**config.mk**
```make
export PLATFORM = sky130hd
export DESIGN_NAME = conv_frame_sequencer
export DESIGN_NICKNAME = d
export VERILOG_FILES = /design/src/rtl/conv_frame_sequencer.sv
export SDC_FILE = /design/constraint.sdc
export NUM_CORES = 1
export LEC_CHECK = 0
export CAP_MARGIN = 40
export CORE_UTILIZATION = 50
export CTS_CLUSTER_SIZE = 25
export DETAILED_ROUTE_END_ITERATION = 8
export GPL_TIMING_DRIVEN = 0
export PLACE_DENSITY_LB_ADDON = 0.2
export SLEW_MARGIN = 0
export SYNTH_ARGS = -nofsm -noshare
export SYNTH_HDL_FRONTEND = slang
export SYNTH_SLANG_ARGS = --single-unit
export TNS_END_PERCENT = 100
```
**constraint.sdc**
```tcl
create_clock -name clk -period 5.6 [get_ports clk]
set_clock_uncertainty 0.2 [all_clocks]
set_input_delay 1.12 -clock clk [delete_from_list [all_inputs] [get_ports clk]]
set_output_delay 1.12 -clock clk [all_outputs]
set_load 0.01 [all_outputs]
```
**src/rtl/conv_frame_sequencer.sv**
```systemverilog
// Frame controller for the streaming convolution datapath: serial weight load,
// one gated pixel frame, result counting with last marker, drain timeout and abort.
module conv_frame_sequencer #(
    parameter int Kernal_Dim    = 2,
    parameter int Kernal_Ch     = 3,
    parameter int Img_Dim       = 4,
    parameter int Img_Ch        = 3,
    parameter int Out_Dim       = 2,
    parameter int Drain_Timeout = 64
) (
    input  logic                                     clk,
    input  logic                                     rst,
    input  logic                                     start,
    input  logic                                     reuse_weights,
    input  logic                                     abort,
    input  logic [7:0]                               wt_data,
    input  logic                                     wt_valid,
    output logic                                     wt_ready,
    input  logic [7:0]                               pix_data,
    input  logic                                     pix_valid,
    output logic                                     pix_ready,
    output logic [7:0]                               conv_in_stream,
    output logic                                     conv_in_valid,
    output logic [Kernal_Dim*Kernal_Dim*Kernal_Ch*8-1:0] kernel_weights,
    output logic                                     conv_rst,
    input  logic [15:0]                              conv_out_data,
    input  logic                                     conv_out_valid,
    output logic [15:0]                              res_data,
    output logic                                     res_valid,
    output logic                                     res_last,
    output logic                                     busy,
    output logic                                     frame_done,
    output logic                                     error,
    output logic [15:0]                              frame_count
);

    localparam int NumW   = Kernal_Dim * Kernal_Dim * Kernal_Ch;
    localparam int NumPix = Img_Dim * Img_Dim * Img_Ch;
    localparam int NumRes = Out_Dim * Out_Dim;
    localparam int WW     = $clog2(NumW + 1);
    localparam int PW     = $clog2(NumPix + 1);
    localparam int RW     = $clog2(NumRes + 1);
    localparam int TW     = $clog2(Drain_Timeout + 1);

    localparam logic [WW-1:0] WLast   = WW'(NumW - 1);
    localparam logic [PW-1:0] PLast   = PW'(NumPix - 1);
    localparam logic [PW-1:0] PFull   = PW'(NumPix);
    localparam logic [RW-1:0] RLast   = RW'(NumRes - 1);
    localparam logic [RW-1:0] RFull   = RW'(NumRes);
    localparam logic [TW-1:0] TLast   = TW'(Drain_Timeout - 1);

    typedef enum logic [2:0] {IDLE, LOAD_W, STREAM, DRAIN, DONE} state_t;

    state_t        state, state_nxt;
    logic [WW-1:0] wcnt;
    logic [PW-1:0] pcnt;
    logic [RW-1:0] rcnt;
    logic [TW-1:0] tcnt;
    logic          abort_take, wt_take, pix_take, res_take, res_final;
    logic          drain_full, timeout;

    // NOTE: every output of always_comb gets a default first so no path can infer a latch.
    always_comb begin
        abort_take = abort && (state != IDLE);
        wt_ready   = (state == LOAD_W);
        pix_ready  = (state == STREAM) && (pcnt != PFull);
        wt_take    = wt_valid && wt_ready;
        pix_take   = pix_valid && pix_ready;
        res_take   = conv_out_valid && ((state == STREAM) || (state == DRAIN)) &&
                     (rcnt != RFull) && !abort_take;
        res_final  = res_take && (rcnt == RLast);
        drain_full = (rcnt == RFull) || res_final;
        timeout    = (tcnt == TLast) && !drain_full;
        state_nxt  = state;
        case (state)
            IDLE:    if (start) state_nxt = reuse_weights ? STREAM : LOAD_W;
            LOAD_W:  if (wt_take && (wcnt == WLast)) state_nxt = STREAM;
            STREAM:  if (pix_take && (pcnt == PLast)) state_nxt = DRAIN;
            DRAIN:   if (drain_full || timeout) state_nxt = DONE;
            DONE:    state_nxt = IDLE;
            default: state_nxt = IDLE;
        endcase
        if (abort_take) state_nxt = IDLE;
    end

    assign conv_in_stream = pix_data;
    assign conv_in_valid  = pix_take;
    assign busy           = (state != IDLE);
    assign frame_done     = (state == DONE) && !abort;

    // NOTE: state updates use non-blocking assignments so every register samples pre-edge values.
    always_ff @(posedge clk) begin
        if (!rst) begin
            state          <= IDLE;
            wcnt           <= '0;
            pcnt           <= '0;
            rcnt           <= '0;
            tcnt           <= '0;
            // NOTE: the weight store is reset because kernel_weights must read 0 out of reset.
            kernel_weights <= '0;
            conv_rst       <= 1'b0;
            res_data       <= '0;
            res_valid      <= 1'b0;
            res_last       <= 1'b0;
            error          <= 1'b0;
            frame_count    <= '0;
        end else begin
            state     <= state_nxt;
            conv_rst  <= !abort_take;
            res_valid <= res_take;
            res_last  <= res_final;
            if (res_take) begin
                res_data <= conv_out_data;
                rcnt     <= rcnt + RW'(1);
            end
            case (state)
                IDLE: begin
                    wcnt <= '0;
                    pcnt <= '0;
                    rcnt <= '0;
                    tcnt <= '0;
                    if (start) error <= 1'b0;
                end
                LOAD_W: if (wt_take) begin
                    kernel_weights[int'(wcnt)*8 +: 8] <= wt_data;
                    wcnt <= wcnt + WW'(1);
                end
                STREAM: if (pix_take) pcnt <= pcnt + PW'(1);
                DRAIN: begin
                    tcnt <= tcnt + TW'(1);
                    if (timeout && !abort_take) error <= 1'b1;
                end
                DONE: if (!abort_take) frame_count <= frame_count + 16'd1;
                default: ;
            endcase
        end
    end

endmodule

```
==> results.txt, run 1 <==
* Result of the run: finished, final reports clean
* Yosys top cell area share: 46.6%
- RSZ-0062 raised after global routing: no
- Clock group share of total power: a little under half
- On the critical path, the stage with the largest delay is an instance of or4b_2.
- Distinct cell type count of the synthesized netlist: 59
- Sequential share of power: 43.3%
- Routability-driven placement congestion ratio: just under 0.9
- Setup repair bufs after CTS: 0
- In this run the remaining antenna-violating nets after routing total 0.
- In this run the tightest slew margin relative to its limit is ~45%.
- Crit path buffers/inverters: 4
- In this run, synthesis inferred 0 flip-flops with an integrated enable.
- For the worst-skew pair, the clock arrives at the later sink with an insertion delay of ~0.43 ns.
* FP Rows: 41
- In the routed design, unresolved DRC markers number 0.
- Count of pins over their slew limit: 0
* H-Tree Depth: 4
- Power Internal: approximately 2 mW
- Number of global-route vias before repair: around 5.8k
- For the pin with the worst max-slew slack, the measured transition is between 0.8 and 0.9 ns.
- Summing every instance area after synthesis gives between 6000 and 7000 µm².
* Worst setup path class: in -> out
* Ordered list of cells on the worst path: clkdlybuf4s50_1 > or4b_2 > clkbuf_1 > inv_1 > clkdlybuf4s50_1
* Final period utilization: between 80% and 90%
* Wire length of the first global-routing pass: 29700 µm
- Setup violations remaining at the end of the flow were counted as 0.
* Worst stage delay on the critical path: ~0.70 ns
- For this run the aggregate overflow at the end of global routing stands at 0.
- Launching element type of the critical path: input port
- Placed wire-length estimate after detailed placement: roughly 13000 µm
- Aggregate routed wire length: roughly 18000 µm
* Worst-case vdd ir drop: roughly 0.00015 V
- Adding up every negative setup slack in the final design gives 0 ns.
- Hold Fails Final Rpt: 0
* Count of instances resized after the clock tree is built: 0
- The tree is rooted in a clkbuf_16.
* Final routed wire length divided by cell count: between 15 and 20 µm
- Initial Utilization: 51.9%
- Max-cap violations in this run came to 0.
* Leading area contributor after synthesis: dfxtp_1
* Fin crit period: approximately 4.6 ns
- Total power for the finished layout comes to roughly 2.6 mW.
- Clock-pin slew was measured on the worst setup and hold paths at about 0.060 ns.
* Global Route Usage Sum: a little over a quarter
- Synthesized netlist cell count: about 760
* First DRT Iteration DRCs: slightly below 500
- Fraction of synthesis flops using an asynchronous set or reset pin: 0%
- TritonCTS Buffers: 17
- Number of hold buffers added after CTS: 0
* CP endpoint kind: output pin
- Combinational fraction of design power: a little over 10%
- On the final layout, the worst hold slack is about 0.25 ns.
* Most used flip-flop cell after synthesis: dfxtp_1
- Of the synthesized area, sequential elements account for a little under half.
- Timing would allow up to between 0.2 and 0.25 GHz.
- Area growth from synthesis to layout: 39.1%
- Clock tree synthesis found a total of 155 sinks.
* Total instance count after detailed placement: between 1k and 1.5k
- The path class of the tightest hold or removal check is reg -> reg.
- Number of buffers on the longest clock path: 2
- Counting every net in the synthesized netlist gives about 810.
- The number of antenna violations at the first check in global routing is 0.
* Crit-path max FO: 10
* Placeable Area: around 13000 µm²
- In the final layout, the share of cells above drive strength 1 is between 6 and 7%.
- Switching Power: between 0.6 and 0.7 mW
- The first detailed-routing pass ran for 5 iterations.
* Worst reg2reg setup slack: roughly 1.9 ns
- Cell family with the largest share of critical-path delay: buffers and inverters
- For the worst setup path, the data arrival time is approximately 3.3 ns.
- Maximum number of pins on one net before global-route repair: 17
- Vias/cell: around 5.4
- Area enclosed by the die boundary: approximately 14000 µm²
* Required @ worst endpoint: around 4.3 ns
* Leakage component of the power: ~3.3 nW
- Die width: 117 µm
* Power density over the cells: between 200 and 300 nW/µm²
* Via total after detailed routing: ~6.2k
- Dividing the synthesized area by the synthesized cell count gives 8.73 µm².
- Sw frac: a little under a quarter
- Number of synthesized register bits: approximately 160
- Diodes inserted: 0
- The floorplan step set the die height to between 100 and 150 µm.
- By area the synthesized netlist is led by dfxtp_1 (47%), mux2i_1 (10%), nand2_1 (6.7%).
* Final net count: between 1k and 1.5k
* Number of warnings reported in the yosys synthesis log: 0
* Non-Filler Instances: ~1.1k
* Final core occ: between 70 and 80%
- Clock tree from TritonCTS: yes
* Most common cell type on the critical path: clkdlybuf4s50_1
* Total of buffers placed on input and output ports: approximately 180
* Boundary Pins: around 190
==> power by group through the flow <==
stage	registers, mW	clock network [mW]	logic (mW)
CTS	1.13	1.23	0.261
floorplan	1.15	0	0.141
global placement	1.15	0	0.258
global route	1.13	1.28	0.284
finish	1.13	1.22	0.263
detailed placement	1.15	0	0.259
==> worst register-to-register path: stages (launching register included) <==
cell and delay, ns:
dfxtp_1 0.33, clkbuf_1 0.30, clkbuf_1 0.35, clkbuf_1 0.40, inv_1 0.14, ha_1 0.42
or2_2 0.36, nor4_4 0.71, mux2i_1 0.30, nor2_1 0.07
==> cells in the final DEF, fill, tap and decap left out, types with 3 or more instances in the layout <==
cell type / instances
nand4_1: 13
or3_1: 7
or4_1: 3
ha_1: 10
buf_2: 4
nor2b_1: 4
clkdlybuf4s50_1: 175
nor3_1: 10
and3_1: 12
nand2_1: 118
a21oi_1: 66
nor4_1: 5
clkbuf_16: 17
inv_1: 16
and2_1: 9
clkbuf_1: 38
dfxtp_1: 155
xor2_1: 4
o31ai_1: 3
nand2b_1: 4
nor2_1: 52
bufinv_16: 4
xnor2_1: 11
mux2i_1: 69
clkinv_2: 5
o211ai_1: 3
nand3_1: 55
o21ai_0: 41
buf_4: 8
==> flip-flops by register name, indices dropped and copies added (netlist names), 3 cells and up <==
name	flops
kernel_weights	96
pcnt	6
res_data	16
state	3
frame_count	16
wcnt	4
tcnt	7
rcnt	3
==> final timing paths <==
path,from,to,depth (start not counted)
worst min-delay path,res_data[5],res_data[5],2
worst max-delay path,abort,frame_done,5
worst min register to register,res_data[5],res_data[5],2
worst max register to register,wcnt[0],kernel_weights[95],9
==> cell families (layout without fill, tap and decap cells) <==
logic type	Yosys count	in the layout	synth area share, %
XOR/XNOR	15	15	1.97
buffers and inverters	69	278	4.60
AND/OR/NAND/NOR	320	320	24.3
multiplexers	70	70	10.5
flip-flops	155	155	46.6
adder cells (fa/ha/maj)	10	10	1.88
AO/OA/AOI/OAI	124	124	10.1
==> routing by layer <==
layer	track usage, %	vias up	share of wire [%]
met5	0	-	0
li1	-	3045	-
met1	35.2	2940	45
met3	5.93	24	5.3
met2	45.3	216	48
met4	8.04	0	1.4
==> cell usage after synthesis, types with 11 or more instances <==
| cell type | n |
|---|---|
| and3_1 | 12 |
| nor2_1 | 52 |
| xnor2_1 | 11 |
| nand4_1 | 13 |
| mux2i_1 | 69 |
| clkbuf_1 | 37 |
| dfxtp_1 | 155 |
| inv_1 | 16 |
| nand3_1 | 55 |
| nand2_1 | 118 |
| a21oi_1 | 66 |
| o21ai_0 | 41 |
==> layout make-up <==
cell class	instances	area, µm²
clock inverters	12	170
inverters	18	67.6
fillers	1016	3560
plain buffers	51	239
well taps	172	215
flip-flops and latches	155	3100
repair buffers	177	1760
multi-input cells	539	3250
clock buffers	20	457
==> through the flow <==
step | setup slack, ns | area, µm²
final | 0.976 | 9260
after global routing | 0.853 | 9260
after CTS | 0.964 | 9260
after detailed placement | 0.970 | 8630
after global placement | 0.968 | 8620
after floorplan | 2.14 | 6660
(Power assumes the default switching activity.)
==> run 2, diff against run 1 <==
--- a/config.mk
+++ b/config.mk
@@ -6,7 +6,7 @@
 export NUM_CORES = 1
 export LEC_CHECK = 0
 export CAP_MARGIN = 40
-export CORE_UTILIZATION = 50
+export CORE_UTILIZATION = 43
 export CTS_CLUSTER_SIZE = 25
 export DETAILED_ROUTE_END_ITERATION = 8
 export GPL_TIMING_DRIVEN = 0
==> constraint.sdc (replaced) <==
create_clock -name clk -period 3.85 [get_ports clk]
set_clock_uncertainty 0.2 [all_clocks]
set_input_delay 0.77 -clock clk [delete_from_list [all_inputs] [get_ports clk]]
set_output_delay 0.77 -clock clk [all_outputs]
set_load 0.01 [all_outputs]
==> run 2 against run 1 <==
Net effect: utilization down 11 points; sequential share of layout area about the same; routed wire length up 1.6%; global-route usage down 4.1 points; critical path type unchanged; largest cell class unchanged; largest power group is now sequential cells; highest routed layer unchanged.
==> results.txt, run 2 (synthesis gave the netlist of run 1 again) <==
- Leaving out fill and tap cells, the most frequent cells in the layout are clkdlybuf4s50_1 (175), dfxtp_1 (155), nand2_1 (118).
- Insertion delay of the later-clocked pin in the worst-skew pair: 0.42 ns (about the same)
- The tree is rooted in a clkbuf_16.
- Hold_ws: 0.252 ns (-0.00216 ns)
* Aggregate routed wire length: 18800 µm (+1.6%)
- For hold timing, the worst endpoint is res_data[3].
* Total instance count after detailed placement: 1128 (+1.4%)
- The total I/O pin count is 185 (unchanged).
- The final core area utilization was 61.2% (-11 points).
- Flip-flop count of the largest register, all copies and words added: 96 (unchanged)
- Signal arrival time at the worst endpoint: 2.65 ns (-0.65 ns)
- The global-route wire length before repair is 28700 µm (-3.4%).
- Worst reg2reg setup slack: 0.33 ns (-1.57 ns)
- The depth of the worst register-to-register path is 9 (unchanged).
- The path class of the tightest hold or removal check is reg -> reg.
- Final setup violation count: 0 (unchanged)
- Worst min-delay path startpoint: res_data[3]
* Combined area of the multi-input logic cells: 3260 µm² (+0.27%)
* Antenna violations before repair: 0 (unchanged)
- The flow ran to the end, and the final reports show no timing, DRC or antenna violations.
* Count of TritonRoute iterations in the first routing pass: 4 (-1)
- Slack of the critical path: 0.231 ns (-0.746 ns)
- The final-report hold violation count was 0 (unchanged).
- The height of the die was 126 µm (+7.7%).
* Routability-driven placement congestion ratio: 0.859 (-1.7%)
- The clock period could shrink to around 3.6 ns.
- Detail Route Antenna Nets: 0 (unchanged)
- Among cell families on the critical path, the largest total delay comes from buffers and inverters.
- Required @ worst endpoint: 2.88 ns (-1.40 ns)
- Grt ovf: 0 (unchanged)
- The count of H-tree levels built during CTS came to 4 (unchanged).
* Commonest non-fill, non-tap cell in the layout: clkdlybuf4s50_1
- The worst setup path is of the in -> out kind.
* Number of buffers on the longest clock path: 2 (unchanged)
* Number of sinks on the clock net: 155 (unchanged)
* Count of pins over their slew limit: 0 (unchanged)
- Clock-pin slew on the worst setup and hold paths: 0.06 ns (about the same)
- Clock tree from TritonCTS: yes
* RSZ-0062 raised after global routing: no
- The total DRC errors in the routed layout was 0 (unchanged).
- Top flop regs: kernel_weights x96, frame_count x16, res_data x16
- Leakage component of the power: 3.29 nW (-0.13%)
* Footprint of the flip-flops and latches: 3100 µm² (unchanged)
- The detailed-route via count was 6157 (-1.1%).
- The fraction of layout instances using a drive strength above 1 was 6.56% (+0.19 points).
* Worst stage delay on the critical path: 0.62 ns (-0.08 ns)
- Area enclosed by the die boundary: 16000 µm² (+16%)
* Launching element type of the critical path: input port
* Placeable Area: 15100 µm² (+18%)
- Worst setup path startpoint: abort
- Global Route Usage Sum: 23.1% (-4.1 points)
- The effective utilization at floorplan is 44.0% (-8.0 points).
* Final net count: 1012 (+0.30%)
* Diodes inserted: 0 (unchanged)
* Final Instance Area: 9270 µm² (about the same)
- The peak supply drop is 0.000309 V (+110%).
* Crit-path max FO: 12 (+2)
- Final routed wire length divided by cell count: 16.1 µm (about the same)
- The startpoint identified for the worst register-to-register timing path is wcnt[0].
- The transition at the pin with the smallest max-transition slack is 0.909 ns (+0.0815 ns).
- Traced cell by cell, the critical path runs through clkdlybuf4s50_1 > or4b_4 > inv_1 > clkdlybuf4s50_1.
* Most common cell type on the critical path: clkdlybuf4s50_1
- Crit path buffers/inverters: 3 (-1)
* Post-Place Cell Area: 8660 µm² (+0.26%)
- Critical R2R Capture: kernel_weights[19]
- Vias/cell: 5.29 (-2.7%)
- Register ranked first by flip-flop count: kernel_weights
- Number of global-route vias before repair: 5509 (-4.6%)
- FP Rows: 45 (+9.8%)
- Maximum number of pins on one net before global-route repair: 17 (unchanged)
* Non-Filler Instances: 1163 (+1.7%)
- Filler instances: 1336 (+31%)
- The count of max-cap constraint violations came to 0 (unchanged).
* Total of buffers placed on input and output ports: 175 (unchanged)
* First DRT Iteration DRCs: 465 (-3.7%)
* Placed wire-length estimate after detailed placement: 13500 µm (+2.4%)
- Post-placement worst setup slack: -0.118 ns (-1.09 ns)
* TritonCTS Buffers: 17 (unchanged)
* CP endpoint kind: output pin
- The power per standard cell area came to 392 nW/µm² (+39%).
- Relative max-transition margin: 39.2% (-5.4 points)
- The die width came to 126 µm (+7.7%).
* Crit-path slowest cell: or4b_4
- The depth of the worst hold-timing path was 2 (unchanged).
- The area growth from synthesis to final layout came to 39.2% (about the same).
* Achievable Freq: ~0.28 GHz
* Final period utilization: roughly 94%
==> run 2: metal layers <==
| metal | GRT usage (%) | wire length (µm) |
|---|---|---|
| met2 | 38.3 | 9140 |
| met5 | 0 | 0 |
| met3 | 4.68 | 1030 |
| met4 | 8.65 | 297 |
| met1 | 29.7 | 8300 |
==> run 2: tightest hold or removal path: cells and delay by family (launching register included) <==
kind | cells | cell delay (ns)
flops | 1 | 0.30
compound gates | 1 | 0.05
simple gates | 1 | 0.05
==> run 2: area by class of cell <==
class	instances	share of cell area, %
Timing Repair Buffer	181	19.5
Tap cell	188	2.54
Multi-Input combinational cell	539	35.1
Sequential cell	155	33.5
Clock buffer	24	5.09
Buffer	50	2.55
Inverter	18	0.729
Clock inverter	8	0.999
==> run 2: what timing repair did <==
action                                  4_1_cts  5_1_grt
hold buffers                                  0        0
buffers inserted                              0        4
endpoints found under the setup margin        1       21
pin swaps                                     0        3
resized for setup                             1        2
==> run 2: worst max path at each step <==
stage	end	slack, ns	cells after the start
2_1_floorplan	kernel_weights[80]	0.70	10
3_5_place_dp	frame_done	-0.12	5
6_report	frame_done	0.23	4
4_1_cts	busy	0.05	4
3_3_place_gp	frame_done	-0.10	5
5_1_grt	kernel_weights[63]	0.02	9
==> run 2: per-stage QoR <==
| step | setup TNS [ns] | total power, mW |
|---|---|---|
| 3_3_place_gp | -0.857 | 2.06 |
| 6_report | 0 | 3.64 |
| 2_1_floorplan | 0 | 1.89 |
| 4_1_cts | 0 | 3.66 |
| 3_5_place_dp | -0.118 | 2.06 |
| 5_1_grt | 0 | 3.77 |
==> run 2: report_power, final <==
group          internal, mW  total [mW]  leakage [nW]  switching [mW]
Sequential             1.63        1.64          1.25          0.0155
Combinational         0.153       0.390          1.77           0.237
Clock                 0.982        1.61         0.278           0.624
==> run 3, diff against run 2 <==
--- a/config.mk
+++ b/config.mk
@@ -6,11 +6,13 @@
 export NUM_CORES = 1
 export LEC_CHECK = 0
 export CAP_MARGIN = 40
-export CORE_UTILIZATION = 43
+export CORE_UTILIZATION = 45
+export CTS_BUF_LIST = sky130_fd_sc_hd__clkbuf_4 sky130_fd_sc_hd__clkbuf_8
 export CTS_CLUSTER_SIZE = 25
 export DETAILED_ROUTE_END_ITERATION = 8
 export GPL_TIMING_DRIVEN = 0
 export PLACE_DENSITY_LB_ADDON = 0.2
+export RECOVER_POWER = 100
 export SLEW_MARGIN = 0
 export SYNTH_ARGS = -nofsm -noshare
 export SYNTH_HDL_FRONTEND = slang
==> run 3 against run 2 <==
Net effect: global-route usage rose by 0.65 points; routed wire length fell by 3.5%; fmax decreased by 2.4%; critical path depth did not move; sequential cell count did not move; clock power down 12%; via count hardly changed; register-to-register slack barely moved; sequential share of layout area grew 0.50 points; cell count down 0.43%; worst setup slack got worse by 0.090 ns; total power down 5.9%.
==> results.txt, run 3 (synthesis gave the netlist of run 1 again) <==
- Leakage component of the power: 3.70 nW (+12%)
- Final period utilization: 96.4% (+2.3 points)
- The detailed-route via count was 6158 (+0.016%).
- The routed metal-1 wire length came to 8290 µm (about the same).
- Worst reg2reg setup slack: 0.32 ns (about the same)
- Final routed wire length divided by cell count: 15.6 µm (-3.1%)
- Wire length of the first global-routing pass: 27500 µm (-4.4%)
- Placed wire-length estimate after detailed placement: 13300 µm (-1.5%)
* Number of buffers on the longest clock path: 2 (unchanged)
* Count of TritonRoute iterations in the first routing pass: 5 (+1)
- CP endpoint kind: output pin
- Worst-case vdd ir drop: 0.000213 V (-31%)
- Signal arrival time at the worst endpoint: 2.74 ns (+0.09 ns)
* Total instance count after detailed placement: 1124 (-0.35%)
* Area growth from synthesis to layout: 37.2%
* Launching element type of the critical path: input port
- The final number of setup-violating endpoints was 0 (unchanged).
- Uppermost routed layer: met4
- The worst hold path belongs to the class reg -> reg.
- Setup repair after global routing left no endpoint under its margin.
- The number of placement rows was 44 (-2.2%).
- Final core occ: 63.1% (+1.9 points)
- The maximum fanout encountered on the critical timing path is 12 (unchanged).
- Filler instances: 1248 (-6.6%)
* Fin crit period: 3.71 ns (+0.0901 ns)
- Area enclosed by the die boundary: 15300 µm² (-4.4%)
* Placeable Area: 14500 µm² (-4.4%)
* Grt ovf: 0 (unchanged)
* Count of pins over their slew limit: 0 (unchanged)
- The DRC violation total after the first TritonRoute iteration was 327 (-30%).
- The total I/O pin count was 185 (unchanged).
* Share of cells above drive strength 1: 6.47% (-0.096 points)
* Post-route DRC violation count: 0 (unchanged)
* Flip-flop count of the largest register, all copies and words added: 96 (unchanged)
- The final antenna diode count came to 0 (unchanged).
- The detailed-routed wire length on met2 came to 8480 µm (-7.2%).
* Register ranked first by flip-flop count: kernel_weights
- The number of global-route vias before repair came to 5447 (-1.1%).
- The clock transition at the registers of the reported paths was 0.07 ns (about the same).
- The library cell used most frequently in the layout, excluding fill and tap cells, is dfxtp_1.
- The final-stage net count is 1011 (-0.099%).
* Achievable Freq: 0.270 GHz (-2.4%)
- The count of input and output buffers was 175 (unchanged).
- Maximum capacitance violations: 0 (unchanged)
* Clock root buffer: clkbuf_8
- The worst setup path is of the in -> out kind.
- The effective utilization at floorplan was 46.0% (+2.0 points).
* Result of the run: finished, final reports clean
- The overall routing resource usage came to 23.7% (+0.65 points).
* Aggregate routed wire length: 18100 µm (-3.5%)
* Setup TNS after final layout: 0 ns (unchanged)
- Non-Filler Instances: 1158 (-0.43%)
- The height of the die came to 124 µm (-2.2%).
- The die width is 124 µm (-2.2%).
- Insertion delay of the later-clocked pin in the worst-skew pair: 0.45 ns (+0.03 ns)
- Commonest cells after routing, fill and taps aside: dfxtp_1 (155), dlygate4sd3_1 (145), nand2_1 (118)
- Required @ worst endpoint: 2.88 ns (about the same)
* Routed wl met3: 1010 µm (-1.5%)
- The relative slew slack was 40.1% (+0.85 points).
- Hold Fails Final Rpt: 0 (unchanged)
- Least-Margin Pin Slew: 0.896 ns (-0.0127 ns)
- The number of sinks driven by the clock tree came to 155 (unchanged).
- The number of antenna violations at the first check in global routing was 0 (unchanged).
- The placer's final routability congestion estimate is 0.854 (-0.51%).
- The ratio of routed vias to standard cells is 5.32 (+0.45%).
* Detail Route Antenna Nets: 0 (unchanged)
- TritonCTS Buffers: 17 (unchanged)
- The count of hold buffers inserted by post-cts repair was 0 (unchanged).
- Hold_ws: 0.253 ns (+0.00127 ns)
- Maximum number of pins on one net before global-route repair: 17 (unchanged)
* Power density over the cells: 375 nW/µm² (-4.5%)
* Clock tree from TritonCTS: yes
- Top flop regs: kernel_weights x96, frame_count x16, res_data x16
- H-Tree Depth: 4 (unchanged)
==> run 3: final cells by class <==
| cell class | instances | area [µm²] | area share, % |
|---|---|---|---|
| inverter | 18 | 67.6 | 0.740 |
| sequential | 155 | 3100 | 34.0 |
| clock buffer | 20 | 269 | 2.95 |
| tap | 184 | 230 | 2.52 |
| timing repair buffer | 180 | 1790 | 19.6 |
| buffer | 50 | 234 | 2.56 |
| clock inverter | 12 | 194 | 2.12 |
| multi-input combinational | 539 | 3240 | 35.5 |
==> run 3: power breakdown <==
part / internal (mW) / total, mW / switching, mW / leakage [nW]
Sequential: 1.62 / 1.64 / 0.0147 / 1.25
Clock: 0.809 / 1.41 / 0.599 / 0.232
Combinational: 0.141 / 0.376 / 0.235 / 2.22
==> run 3: path summary, 6_finish.rpt <==
check / cells after the start / to / start
min reg2reg: 2 / res_data[1] / res_data[1]
min: 2 / res_data[1] / res_data[1]
max reg2reg: 10 / kernel_weights[88] / wcnt[0]
max: 4 / frame_done / abort
==> run 3: metal layers <==
layer,up-vias,GRT usage (%)
met5,-,0
met4,0,10.0
met3,23,5.27
met2,191,37.4
met1,2889,31.3
li1,3055,-
==> run 3: critical path: stages <==
cell             delay (ns)
dlygate4sd3_1          0.62
or4b_4                 0.60
inv_1                  0.18
clkdlybuf4s50_1        0.56
==> run 3: stage by stage <==
step	total power, mW	instance area, µm²	setup slack (ns)
floorplan	1.89	6660	0.704
finish	3.42	9130	0.140
global placement	2.06	8640	-0.102
detailed placement	2.06	8650	-0.104
CTS	3.45	9110	0.0113
global route	3.55	9130	0.0339
==> run 3: what timing repair did <==
action,4_1_cts,5_1_grt
gates resized for setup,0,2
pin swaps,0,2
setup endpoints to repair,1,17
setup buffers,0,3
